===== src/rtl/uart_rxd.sv =====
// UART receiver: 8N1 or 8-bit-plus-parity frames sampled at mid-bit, byte presented
// zero-extended on a 16-bit register with a ready/acknowledge handshake and status flags.
module uart_rxd #(
    parameter logic [15:0] BIT_TICKS = 16'h0364
) (
    input  logic        clk,
    input  logic        rst_n,
    input  logic        rxd,
    input  logic        parity_en,
    input  logic        parity_kind,
    input  logic        rd_ack,
    output logic [15:0] rx_data,
    output logic        rdy,
    output logic        parity_err,
    output logic        frame_err,
    output logic        overrun
);

    typedef enum logic [2:0] {
        S_IDLE,
        S_START,
        S_DATA,
        S_PARITY,
        S_STOP
    } state_e;

    localparam logic [15:0] HALF_TERM = (BIT_TICKS >> 1) - 16'd1;
    localparam logic [15:0] FULL_TERM = BIT_TICKS - 16'd1;

    logic        rx_meta_q;
    logic        rxs_q;
    logic        rxs_prev_q;

    state_e      state_q, state_d;
    logic [15:0] tick_q, tick_d;
    logic [2:0]  bit_cnt_q, bit_cnt_d;
    logic [7:0]  shift_q, shift_d;
    logic        pen_q, pen_d;
    logic        pkind_q, pkind_d;
    logic        par_bit_q, par_bit_d;
    logic [7:0]  data_q, data_d;
    logic        rdy_q, rdy_d;
    logic        perr_q, perr_d;
    logic        ferr_q, ferr_d;
    logic        ovr_q, ovr_d;

    logic [15:0] terminal;
    logic        sample;
    logic        fall;
    logic        parity_exp;
    logic        mismatch;

    // Synchroniser and edge history idle high so a reset never looks like a start edge.
    always_ff @(posedge clk or negedge rst_n) begin
        if (!rst_n) begin
            rx_meta_q  <= 1'b1;
            rxs_q      <= 1'b1;
            rxs_prev_q <= 1'b1;
        end else begin
            // NOTE: non-blocking assignments let every flop sample the pre-edge value,
            // which is what makes this a two-stage synchroniser rather than a wire.
            rx_meta_q  <= rxd;
            rxs_q      <= rx_meta_q;
            rxs_prev_q <= rxs_q;
        end
    end

    always_ff @(posedge clk or negedge rst_n) begin
        if (!rst_n) begin
            state_q   <= S_IDLE;
            tick_q    <= 16'd0;
            bit_cnt_q <= 3'd0;
            // NOTE: the datapath is reset along with the FSM so a reset mid-frame
            // leaves no partial byte or stale parity sample behind.
            shift_q   <= 8'd0;
            pen_q     <= 1'b0;
            pkind_q   <= 1'b0;
            par_bit_q <= 1'b0;
            data_q    <= 8'd0;
            rdy_q     <= 1'b0;
            perr_q    <= 1'b0;
            ferr_q    <= 1'b0;
            ovr_q     <= 1'b0;
        end else begin
            state_q   <= state_d;
            tick_q    <= tick_d;
            bit_cnt_q <= bit_cnt_d;
            shift_q   <= shift_d;
            pen_q     <= pen_d;
            pkind_q   <= pkind_d;
            par_bit_q <= par_bit_d;
            data_q    <= data_d;
            rdy_q     <= rdy_d;
            perr_q    <= perr_d;
            ferr_q    <= ferr_d;
            ovr_q     <= ovr_d;
        end
    end

    assign terminal   = (state_q == S_START) ? HALF_TERM : FULL_TERM;
    assign sample     = (state_q != S_IDLE) && (tick_q == terminal);
    assign fall       = rxs_prev_q & ~rxs_q;
    assign parity_exp = (^shift_q) ^ pkind_q;
    assign mismatch   = pen_q & (par_bit_q != parity_exp);

    always_comb begin
        // NOTE: every next-state signal gets a hold/default value first; a path that
        // leaves one unassigned would otherwise infer a latch.
        state_d   = state_q;
        tick_d    = tick_q + 16'd1;
        bit_cnt_d = bit_cnt_q;
        shift_d   = shift_q;
        pen_d     = pen_q;
        pkind_d   = pkind_q;
        par_bit_d = par_bit_q;
        data_d    = data_q;
        rdy_d     = rdy_q;
        perr_d    = perr_q;
        ferr_d    = ferr_q;
        ovr_d     = ovr_q;

        if (rd_ack) begin
            rdy_d  = 1'b0;
            perr_d = 1'b0;
            ferr_d = 1'b0;
            ovr_d  = 1'b0;
        end

        case (state_q)
            S_IDLE: begin
                tick_d = 16'd0;
                if (fall) begin
                    state_d = S_START;
                end
            end
            S_START: begin
                if (sample) begin
                    if (rxs_q) begin
                        state_d = S_IDLE;
                    end else begin
                        state_d   = S_DATA;
                        pen_d     = parity_en;
                        pkind_d   = parity_kind;
                        bit_cnt_d = 3'd0;
                    end
                end
            end
            S_DATA: begin
                if (sample) begin
                    shift_d   = {rxs_q, shift_q[7:1]};
                    bit_cnt_d = bit_cnt_q + 3'd1;
                    if (bit_cnt_q == 3'd7) begin
                        state_d = pen_q ? S_PARITY : S_STOP;
                    end
                end
            end
            S_PARITY: begin
                if (sample) begin
                    par_bit_d = rxs_q;
                    state_d   = S_STOP;
                end
            end
            S_STOP: begin
                if (sample) begin
                    // A completing frame overrides a simultaneous acknowledge.
                    data_d  = shift_q;
                    rdy_d   = 1'b1;
                    ferr_d  = ~rxs_q;
                    perr_d  = mismatch;
                    ovr_d   = ~rd_ack & (ovr_q | rdy_q);
                    state_d = S_IDLE;
                end
            end
            default: begin
                state_d = S_IDLE;
            end
        endcase

        // Each sample point is a fresh entry into the (possibly same) state.
        if (sample) begin
            tick_d = 16'd0;
        end
    end

    assign rx_data    = {8'h00, data_q};
    assign rdy        = rdy_q;
    assign parity_err = perr_q;
    assign frame_err  = ferr_q;
    assign overrun    = ovr_q;

endmodule

===== config.mk =====
export PLATFORM = sky130hd
export DESIGN_NAME = uart_rxd
export DESIGN_NICKNAME = d
export VERILOG_FILES = /design/src/rtl/uart_rxd.sv
export SDC_FILE = /design/constraint.sdc
export NUM_CORES = 1
export LEC_CHECK = 0
export CAP_MARGIN = 10
export CORE_ASPECT_RATIO = 1.4
export CORE_MARGIN = 1.5
export CORE_UTILIZATION = 35
export CTS_CLUSTER_SIZE = 20
export DETAILED_ROUTE_END_ITERATION = 16
export PLACE_DENSITY_LB_ADDON = 0.3
export SKIP_LAST_GASP = 1
export SYNTH_ARGS = -nofsm -noshare
export SYNTH_HDL_FRONTEND = slang
export SYNTH_SLANG_ARGS = --single-unit

===== constraint.sdc =====
create_clock -name clk -period 7.48 [get_ports clk]
set_input_delay 1.496 -clock clk [delete_from_list [all_inputs] [get_ports clk]]
set_output_delay 1.496 -clock clk [all_outputs]
set_load 0.03 [all_outputs]

Word-level counts from Yosys, hierarchy flattened. Cells that the tools add are included. W data, S select, Z words.

Register bits: 48.

$add $sub $neg: 2. Equality and inequality tests: 14. Multiplexer cells: 28. Bitwise gates (word level): 7. Reductions and logical operators: 11.

Operators by type and width (count): $mux W16 (2); $mux W3 (10); $add A16 B1 Y16 const B (1); $eq A16 B10 Y1 (1); $pmux W3 S5 (1); $ne A2 B2 Y1 const B (7); $mux W1 (12); $mux W10 (1); $reduce_xor A8 Y1 (1); $eq A3 B2 Y1 const B (2); $eq A3 B3 Y1 const B (2); $pmux W3 S2 (1); $reduce_and A2 Y1 (3); $reduce_and A6 Y1 (1); $reduce_and A4 Y1 (1); $add A3 B1 Y3 const B (1); $and A1 B1 Y1 (3); $eq A3 B1 Y1 const B (1); $logic_not A3 Y1 (1); $reduce_and A3 Y1 (1); $reduce_bool A3 Y1 (1); $mux W2 (1); $not A1 Y1 (2); $reduce_bool A2 Y1 (1); other kinds (4) (4).

Longest topological paths before layout.
Depth in word-level cells: 6. Mapped depth: 8. Depth with buffers taken out: 7.

Worst setup path before layout. No wires, ideal clock.

Path kind: register -> register. Start: register state_q[1]. End: register pen_q. Setup time: 0.128 ns. Arrival: 2.365 ns. Path slack: 4.988 ns. Cell stages (with the launch flop): 7. Path buffers: 1. Clock period less this slack: 2.492 ns. Cell sequence: dfrtp_1 -> buf_6 -> or3b_4 -> or4_4 -> a221o_1 -> a211oi_2 -> mux2_1.

Cells in the longest elaborated chain, start to end: 5.

Ends and longest elaborated chain: start, declared (RTL line 34) `state_e state_q, state_d;`; start signal, assigned (RTL line 85) `state_q <= state_d;`; $eq A3 B1 Y1 (RTL line 100, 129); $mux W10 (RTL line 100) `assign terminal = (state_q == S_START) ? HALF_TERM : FULL_TERM;`; $eq A16 B10 Y1 (RTL line 101) `assign sample = (state_q != S_IDLE) && (tick_q == terminal);`; $logic_and A1 B1 Y1 (RTL line 101); $reduce_and A3 Y1 (no source line) (*); end signal, assigned (RTL line 89) `pen_q <= pen_d;`; end, declared (RTL line 38) `logic pen_q, pen_d;`.

Every way passes the cells marked *; elsewhere a longest branch is shown, timed or not. A chain may end at the register's enable or synchronous reset.

Worst setup path in the final report.
Start: register rdy_q (netlist: rdy). End: output rdy.

RTL lines: start, declared (RTL line 42) `logic rdy_q, rdy_d;`; start signal, assigned (RTL line 93) `rdy_q <= rdy_d;`; end, declared (RTL line 13) `output logic rdy,`.

No word-level cell between the ends.

==> reports/metrics.sh <==
OUTCOME='complete, but fails checks'
FAILED_CHECKS='design-rule violations'
TOTAL_SWITCHING_POWER_mW=0.201
TNS_NS=0
SEQUENTIALPOWERSHARE=0.505
SWITCHING_PART_OF_THE_TOTAL_POWER=0.316
POST-ROUTE-MIN-PERIOD_NS=2.86
LIBRARY_CELL_WITH_THE_LARGEST_SUMMED_AREA_AFTER_SYNTHESIS='dfrtp_1'
DP_CELLS=283
GP_CONGESTION=0.747
POST-ROUTE-WORST-SETUP-SLACK_NS=4.62
POSTSYNTH.ASYNCRESETSHARE=1.00
CLOCK_POWER_SHARE=0.301
POST-CTS-SETUP-BUFFER-COUNT=0
CLASS_OF_THE_TIGHTEST_HOLD_OR_REMOVAL_CHECK='reg -> reg'
CP-START-KIND='flip-flop'
MIN_PERIOD_OVER_PERIOD=0.382
NUM-FILL-CELLS=609
WL_MET2_MM=2.03
WORST_CLOCK_SKEW_NS=0.00835
POWER.COMBINATIONAL.FRACTION=0.194
WORST-PATH-BUF-INV=1
FLIP_FLOP_AND_LATCH_COUNT_AFTER_SYNTHESIS=48
FINAL_COUNT_OF_HOLD_TIMING_VIOLATIONS=0
POST_DP_CELL_AREA_UM2=2480
MET3WIRELENGTH_UM=98
ROUTE.TOP_LAYER_USED='met4'
SETUP_VIOL=0
GRT-OVFL-TOTAL=0
HPWLAFTERDP_MM=2.76
FINISH.NET_COUNT=227
ARRIVAL_NS=1.36
CTS_HOLD_BUFS=0
LEADING_CELL_TYPE_IN_THE_LAYOUT_FILL_AND_TAPS_EXCLUDED='dfrtp_1'
CLKLATENCYLATEPIN_NS=0.30
TIMING.CRITICAL_PATH.FANOUT_MAX=3
PLACE_WS_NS=4.63
DRT-PASS1-ITER-COUNT=14
DRT_WL_TOTAL_MM=4.06
SYN_AVG_CELL_AREA_UM2=11.4
YOSYS.CELL_TYPES.COUNT=44
VIASPERCELL=5.08
DIE_W_UM=71.7
INTPOWER_mW=0.436
VERTICAL_EXTENT_OF_THE_DIE_UM=99.2
DRV.MAX_CAP_VIOLATION_COUNT=0
DRIVE_GT1_FRAC=0.137
CTS_INSERTED_BUFFERS=5
PATH_CELLS='clkdlybuf4s50_1'
BUFFER_PORTS.INSERTED=17
MOST-COMMON-LAYOUT-CELLS='dfrtp_1 (45), nor2_1 (25), clkdlybuf4s50_1 (16), xnor2_1 (15), mux2_2 (11)'
FP.COREAREA_UM2=6300
CTS_SINKS=48
ROUTE.DETAILED.DRC=1
CTS_RESIZED=0
CLK_PIN_SLEW_WORST_PATHS_NS=0.10
AVGROUTEDWIREPERCELL_UM=14.0
NETLIST_INSTANCES=202
WORSTSETUPENDPOINTTYPE='output port'
INSERTEDDIODECOUNT=0
CTSLONGESTPATHBUFFERS=2
NUM_ROWS=34
PATH_CLASS='reg -> out'
FINAL_MAX_SLEW_VIOL_COUNT=0
TIGHTEST_HOLD_MARGIN_NS=0.359
MAXSLEWHEADROOM=0.279
TOP_LEVEL_PINS=26
LAYOUT.CELL_AREA.NON_FILLER_UM2=2600
POWER_DENSITY_nW_PER_UM2=245
DRT-MET1-WL_MM=1.85
POWER.IR.VDD_WORST_mV=0.128
CRIT_PATH_MAX_INCR_DELAY_NS=0.68
INITIAL_CELL_DENSITY_OF_THE_CORE=0.367
ANTENNA_VIOLATING_NETS_POST_ROUTE=0
CPLARGESTDELAYFAMILY='buffers and inverters'
TOP_CELLS_BY_AREA_IN_THE_SYNTHESIZED_NETLIST='dfrtp_1 (49%), xnor2_1 (5.7%), mux2_2 (5.4%)'
UNREPAIRED_SETUP_ENDPOINTS_AFTER_GLOBAL_ROUTING='no'
MAX_CLOCK_FREQ_GHz=0.350
VIAS=1479
GRT_ANTENNA_BEFORE_REPAIR=0
MAPPEDNETLISTAREA_UM2=2310
DRT-INITIAL-DRC-COUNT=60
WORSTPATHREQUIRED_NS=5.98
FINALNONFILLERCELLS=291
SEQ_AREA_FRAC_SYNTH=0.521
AREA_GROWTH_SYN_TO_LAYOUT_PCT=12.4
CTS_MAX_LEVEL=2
FIRST_GLOBAL_VIAS=1530
YOSYS_WARNINGS=0
SLEW_WORST_PIN_NS=1.08
PIN_COUNT_OF_THE_BIGGEST_NET_ENTERING_GLOBAL_ROUTING=49
GRT_UTIL_ALL_LAYERS=0.129
SYNTHDOMINANTCELLAREASHARE=0.487
DIE_AREA_UM2=7110
STATIC-LEAKAGE-POWER_nW=1.17
TRITONCTS_CLOCK_TREE='yes'
CLK_ROOT_BUFFER_CELL='clkbuf_8'
GRT_FIRST_PASS_WIRELENGTH_MM=7.17
SLOWEST_STAGE='clkdlybuf4s50_1'
SYNTH-MAIN-FF-CELL='dfrtp_1'
SYNTH_ENABLE_FLOP_CELLS=0
## metal layers
metal	global-route usage	up-vias
met1	0.162	737
met3	0.0284	5
met4	0.0581	0
li1	-	713
met2	0.209	24
met5	0	-
## kinds of logic (layout without fill, tap and decap cells)
| logic type | count (synthesis) | in the layout | share of synthesized area |
|---|---|---|---|
| DFF | 48 | 48 | 0.521 |
| buffers and inverters | 21 | 31 | 0.0568 |
| xor gates and xnor gates | 22 | 22 | 0.0893 |
| and+or+nand+nor | 69 | 69 | 0.155 |
| AOI/OAI and AO/OA | 16 | 16 | 0.0541 |
| adders and majority gates | 3 | 3 | 0.0162 |
| muxes | 22 | 22 | 0.106 |
| other | 1 | 8 | 0.00162 |
## layout make-up
cell class	count	area (µm²)	area share
sequential	48	1200	0.463
timing repair buffer	17	165	0.0635
tap	72	90.1	0.0346
clock inverter	3	46.3	0.0178
multi-input combinational	140	1000	0.385
inverter	6	22.5	0.00866
clock buffer	5	68.8	0.0265
## power by group through the flow
stage	sequential (mW)	clock (mW)	combinational, mW
after floorplan	0.306	0	0.126
after global placement	0.324	0	0.123
after detailed placement	0.326	0	0.123
after CTS	0.322	0.199	0.125
after global routing	0.328	0.210	0.140
final	0.322	0.192	0.124
## cell usage after synthesis (all sizes together) (3+ instances only)
master  instances
ha              3
nand3           6
xor2            6
nor3b           3
dfrtp          45
buf            14
nor2           25
o21ai           3
nor3            4
nand4           5
and3            3
dfstp           3
mux2           20
nand2          10
inv             6
a21oi           3
xnor2          15
## final timing paths
| check | from | cells after the start | end | slack [ns] |
|---|---|---|---|---|
| setup reg to reg | state_q[1]$_DFFE_PN0P_ | 4 | data_q[0]$_DFFE_PN0P_ | 4.63 |
| hold reg to reg | rx_meta_q$_DFF_PN1_ | 0 | rxs_q$_DFF_PN1_ | 0.36 |
| setup / recovery | rdy$_DFF_PN0_ | 1 | rdy | 4.62 |
| max in group asynchronous | rst_n | 1 | tick_q[9]$_DFF_PN0_ | 5.43 |
| min in group asynchronous | rst_n | 1 | data_q[2]$_DFFE_PN0P_ | 1.38 |
| hold / removal | rx_meta_q$_DFF_PN1_ | 0 | rxs_q$_DFF_PN1_ | 0.36 |
## worst reg2reg max path, cell delays in order, from the launching register on
cell and delay [ns]:
dfrtp_1 0.48, or3b_4 0.45, or4_4 0.51, a211oi_2 0.88
mux2_2 0.42
## stage by stage
stage / utilization / power (mW)
3_3_place_gp: 0.395 / 0.447
5_1_grt: 0.413 / 0.677
6_report: 0.413 / 0.638
3_5_place_dp: 0.395 / 0.450
4_1_cts: 0.413 / 0.646
2_1_floorplan: - / 0.431
## flip-flops by register name, indices dropped and copies added (netlist names), 3 cells and up
signal     flops
tick_q        16
state_q        3
data_q         8
shift_q        8
bit_cnt_q      3
Power figures use the tool's default switching activity.
